<file path="config.mk">
export PLATFORM = sky130hd
export DESIGN_NAME = debounce_bank
export DESIGN_NICKNAME = d
export VERILOG_FILES = /design/src/rtl/debounce_bank.sv
export SDC_FILE = /design/constraint.sdc
export NUM_CORES = 1
export LEC_CHECK = 0
export BUFFER_PORTS_ARGS = -buffer_cell sky130_fd_sc_hd__clkbuf_2
export CAP_MARGIN = 20
export CORE_ASPECT_RATIO = 0.75
export CORE_MARGIN = 2
export CORE_UTILIZATION = 40
export CTS_BUF_LIST = sky130_fd_sc_hd__clkbuf_2
export DETAILED_ROUTE_END_ITERATION = 12
export GPL_TIMING_DRIVEN = 0
export PLACE_DENSITY = 0.57
export SETUP_SLACK_MARGIN = 0.15
export SYNTH_ARGS = -nofsm -noshare
export SYNTH_HDL_FRONTEND = slang
export SYNTH_SLANG_ARGS = --single-unit
</file>
<file path="constraint.sdc">
create_clock -name clk -period 4.15 [get_ports clk]
set_input_delay 0.83 -clock clk [delete_from_list [all_inputs] [get_ports clk]]
set_output_delay 0.83 -clock clk [all_outputs]
set_load 0.1 [all_outputs]
</file>
<file path="src/rtl/debounce_bank.sv">
// Per-channel input synchroniser, counter-based debounce filter, edge pulses,
// and long-press / auto-repeat pulse generation for a bank of buttons.
module debounce_bank #(
    parameter int CHANNELS     = 4,
    parameter int SYNC_STAGES  = 2,
    parameter int DB_COUNT     = 50000,
    parameter int HOLD_COUNT   = 25000000,
    parameter int REPEAT_COUNT = 5000000
) (
    input  logic                clk,
    input  logic                rst,
    input  logic [CHANNELS-1:0] signal_i,
    output logic [CHANNELS-1:0] signal_f,
    output logic [CHANNELS-1:0] rise_p,
    output logic [CHANNELS-1:0] fall_p,
    output logic [CHANNELS-1:0] hold_p,
    output logic [CHANNELS-1:0] rpt_p
);

    localparam int DB_W    = $clog2(DB_COUNT + 1);
    localparam int HOLD_W  = $clog2(HOLD_COUNT + 1);
    localparam int RPT_MAX = (REPEAT_COUNT > 0) ? REPEAT_COUNT - 1 : 0;
    localparam int RPT_W   = (RPT_MAX > 0) ? $clog2(RPT_MAX + 1) : 1;

    localparam logic [DB_W-1:0]   DB_LAST   = DB_W'(DB_COUNT - 1);
    localparam logic [HOLD_W-1:0] HOLD_LAST = HOLD_W'(HOLD_COUNT - 1);
    localparam logic [HOLD_W-1:0] HOLD_MAX  = HOLD_W'(HOLD_COUNT);
    localparam logic [RPT_W-1:0]  RPT_LAST  = RPT_W'(RPT_MAX);

    for (genvar g = 0; g < CHANNELS; g++) begin : g_ch
        logic [SYNC_STAGES-1:0] sync_q, sync_d;
        logic                   sync_out;
        logic [DB_W-1:0]        db_cnt_q, db_cnt_d;
        logic [HOLD_W-1:0]      hold_cnt_q, hold_cnt_d;
        logic [RPT_W-1:0]       rpt_cnt_q, rpt_cnt_d;
        logic                   sig_f_q, sig_f_d;
        logic                   rise_q, rise_d;
        logic                   fall_q, fall_d;
        logic                   hold_q, hold_d;
        logic                   rpt_q, rpt_d;

        assign sync_out = sync_q[SYNC_STAGES-1];

        always_comb begin
            sync_d     = {sync_q[SYNC_STAGES-2:0], signal_i[g]};
            sig_f_d    = sig_f_q;
            db_cnt_d   = '0;
            rise_d     = 1'b0;
            fall_d     = 1'b0;
            hold_cnt_d = '0;
            rpt_cnt_d  = '0;
            hold_d     = 1'b0;
            rpt_d      = 1'b0;

            if (sync_out != sig_f_q) begin
                if (db_cnt_q == DB_LAST) begin
                    sig_f_d = sync_out;
                    rise_d  = sync_out;
                    fall_d  = ~sync_out;
                end else begin
                    db_cnt_d = db_cnt_q + 1'b1;
                end
            end

            // Timers run only while the level stays high across this edge, so a
            // release clears them on the very edge that raises fall_p.
            if (sig_f_q && sig_f_d) begin
                if (hold_cnt_q != HOLD_MAX) begin
                    hold_cnt_d = hold_cnt_q + 1'b1;
                    hold_d     = (hold_cnt_q == HOLD_LAST);
                end else begin
                    hold_cnt_d = hold_cnt_q;
                    if (REPEAT_COUNT > 0) begin
                        if (rpt_cnt_q == RPT_LAST) begin
                            rpt_d = 1'b1;
                        end else begin
                            rpt_cnt_d = rpt_cnt_q + 1'b1;
                        end
                    end
                end
            end
        end

        always_ff @(posedge clk) begin
            if (rst) begin
                sync_q     <= '0;
                db_cnt_q   <= '0;
                hold_cnt_q <= '0;
                rpt_cnt_q  <= '0;
                sig_f_q    <= 1'b0;
                rise_q     <= 1'b0;
                fall_q     <= 1'b0;
                hold_q     <= 1'b0;
                rpt_q      <= 1'b0;
            end else begin
                sync_q     <= sync_d;
                db_cnt_q   <= db_cnt_d;
                hold_cnt_q <= hold_cnt_d;
                rpt_cnt_q  <= rpt_cnt_d;
                sig_f_q    <= sig_f_d;
                rise_q     <= rise_d;
                fall_q     <= fall_d;
                hold_q     <= hold_d;
                rpt_q      <= rpt_d;
            end
        end

        assign signal_f[g] = sig_f_q;
        assign rise_p[g]   = rise_q;
        assign fall_p[g]   = fall_q;
        assign hold_p[g]   = hold_q;
        assign rpt_p[g]    = rpt_q;
    end

endmodule

</file>
==> metrics.txt <==
status=completed; wire per inst=between 10 and 15 µm; Area Growth Syn to Fin=10.17%; Yosys reg bits=284; Syn. warnings=0; fin nets=around 1,500; share of layout cells above drive strength 1=11.23%; Num CTS Buffers=73; commonest cells after routing, fill and taps aside=dfxtp_1 (284), nor2_1 (254), clkbuf_2 (129); GPL Wtd Cong=0.7638; DR iter-0 viols=389; final worst setup slack=between 1 and 1.5 ns; buffers inserted by post-CTS timing repair=0; hold buffer count at CTS=0; total gr overflow=0; min-delay src=signal_i[0]; vias in the first global route=8,819; total negative setup slack=0 ns; overall power=roughly 4600 µW; Synth Cell Area=between 10,000 and 15,000 µm²; met3 Usage GRT=under 10%; die height=156.8 µm; Data arrival, critical path=1.90 ns; post-cts repair resize count=0; Cell Pwr Density=roughly 340 nW/µm²; HPWL Detailed=15,930 µm; global route hottest layer=met1; worst min-delay path category=in -> reg; All-Layer GR Usage=around 15%; H-tree levels=3; pre-CTS WS=1.322 ns; internal power consumption=3511 µW; ys async rst share=0%; Starting Density=40.93%; Port Buf Inserts=25; max-cap check violation count=0; Setup-failing EPs final=0; worst hold slack=0.1584 ns; vias per inst=4.879; Syn Nets=1,435; Main synth FF type=dfxtp_1; Switch Pwr=1122 µW; worst skew pair latency=0.91 ns; Achievable Freq=366.8 MHz; Hold Fails Final Rpt=0; antenna viol nets, final=0; Yosys cell types=45; Max Root-Sink Buffers=3; CTS tree=yes; fin. max-slew vios=0; Critical R2R Launch=g_ch[3].rpt_cnt_q[0]; Slew @ Worst Pin=around 1 ns; RSZ-0062 raised after global routing=no; Cells after Synth=1,413; final WL=23,580 µm; drt first pass iters=4; Root Driver=clkbuf_2; CP required=about 3.3 ns; Worst-path clk slew=around 0.1 ns; period utilisation layout=65.70%; Core Area=just over 30,000 µm²; critical path fanouts, max=5; first-pass GRT wire length=roughly 40,000 µm; Sink Count=roughly 280; leading cell type in the layout, fill and taps excluded=dfxtp_1; sw frac=around 24%; number of antenna violations at the first check in global routing=1; Ports=26; Slew HR=32.93%; largest net degree at the start of global routing=11; combinational fraction of design power=0.4%; Max VDD drop=0.0001580 V; syn_area_per_cell=~8.8 µm²; crit start category=register; CP startpoint=g_ch[3].sig_f_q; die width=207.7 µm; global routing usage on met2=20.67%; sequential share of the synthesized area=between 40 and 50%; number of synthesized flops with an enable pin=0; routed vias=9,558; CP Class=reg -> out; DRC Markers=0; Sequential Power Share=59.0%; FP Rows=55; Crit. End Element=output pin; min cycle time layout=~2.7 ns; Clock Skew=roughly 0.075 ns; Clock power frac=about two fifths; LEAKAGE=between 0.004 and 0.005 µW; met1 usage=21.21%; die area=32,570 µm²
path summary, 6_finish.rpt:
kind	endpoint	slack [ns]	depth (start not counted)
max	signal_f[3]	1.42	2
min	g_ch[0].sync_q[0]	0.16	2
max reg2reg	g_ch[3].rpt_cnt_q[13]	1.53	8
min reg2reg	g_ch[2].sync_q[1]	0.45	1
worst max-delay path: stages (launching register included):
cell      delay, ns
dfxtp_1        0.43
buf_4          0.15
clkbuf_2       0.44
routing by layer:
| metal | wire, µm | up-vias |
|---|---|---|
| met4 | 569 | 0 |
| met3 | 1059 | 52 |
| li1 | - | 5067 |
| met5 | 0 | - |
| met2 | 9158 | 125 |
| met1 | 12800 | 4314 |
synthesized netlist by cell type, drive strengths merged (6+ instances only):
library cell  number  area share, %
xor2             121            8.5
nor2             254            7.7
nor4              31            1.7
clkbuf            25           0.75
ha                16            1.6
xnor2             97            6.8
o21ai             19           0.76
nand2b            16           0.80
buf               30            1.7
dfxtp            284             46
nor3              55            2.3
nor3b              6           0.36
and2               8           0.40
nand2             84            2.5
and3              33            1.7
nand4             59            3.0
nand3             97            3.9
or4                9           0.54
mux2i              8           0.64
and4              29            2.0
a21oi             24           0.96
or3               20            1.0
nor4b             14           0.98
nor2b             12           0.60
inv               32           0.96
stage by stage:
stage	instance area [µm²]	instances	util, %
floorplan	12450	1413	-
global placement	13070	1837	42.98
detailed placement	13080	1838	43.00
CTS	13700	1956	45.05
global route	13720	1959	45.09
finish	13720	1959	45.09
kinds of logic (layout without fill, tap and decap cells):
logic type | after synthesis | after routing | share of synthesized area, %
mux | 8 | 8 | 0.6432
compound gates | 46 | 46 | 2.000
simple gates | 754 | 754 | 31.35
xor+xnor | 218 | 218 | 15.34
buf+inv | 87 | 233 | 3.397
flops | 284 | 284 | 45.67
fa+ha+maj | 16 | 16 | 1.608
other cells | 0 | 1 | 0
cell type report:
type / count / area [µm²]
Timing Repair Buffer: 28 / 140.1
Sequential cell: 284 / 5685
Clock buffer: 103 / 515.5
Fill cell: 3067 / 16700
Tap cell: 399 / 499.2
Multi-Input combinational cell: 1042 / 6341
Clock inverter: 15 / 108.9
Inverter: 32 / 120.1
Antenna cell: 1 / 2.502
Buffer: 55 / 302.8
state kept, by name, indices dropped and copies added (netlist names):
register         cells
g_ch.hold_cnt_q    100
g_ch.rpt_cnt_q      92
g_ch.db_cnt_q       64
g_ch.sync_q          8
g_ch.fall_q          4
g_ch.hold_q          4
g_ch.rise_q          4
g_ch.rpt_q           4
g_ch.sig_f_q         4
power by group through the flow:
| stage | logic [µW] | clock network (µW) | registers [µW] |
|---|---|---|---|
| 2_1_floorplan | 12.9 | 0 | 2790 |
| 3_3_place_gp | 20.4 | 0 | 2790 |
| 3_5_place_dp | 20.4 | 0 | 2800 |
| 4_1_cts | 20.4 | 1980 | 2730 |
| 5_1_grt | 22.6 | 2120 | 2730 |
| 6_report | 19.9 | 1880 | 2730 |
Power figures use the tool's default switching activity.
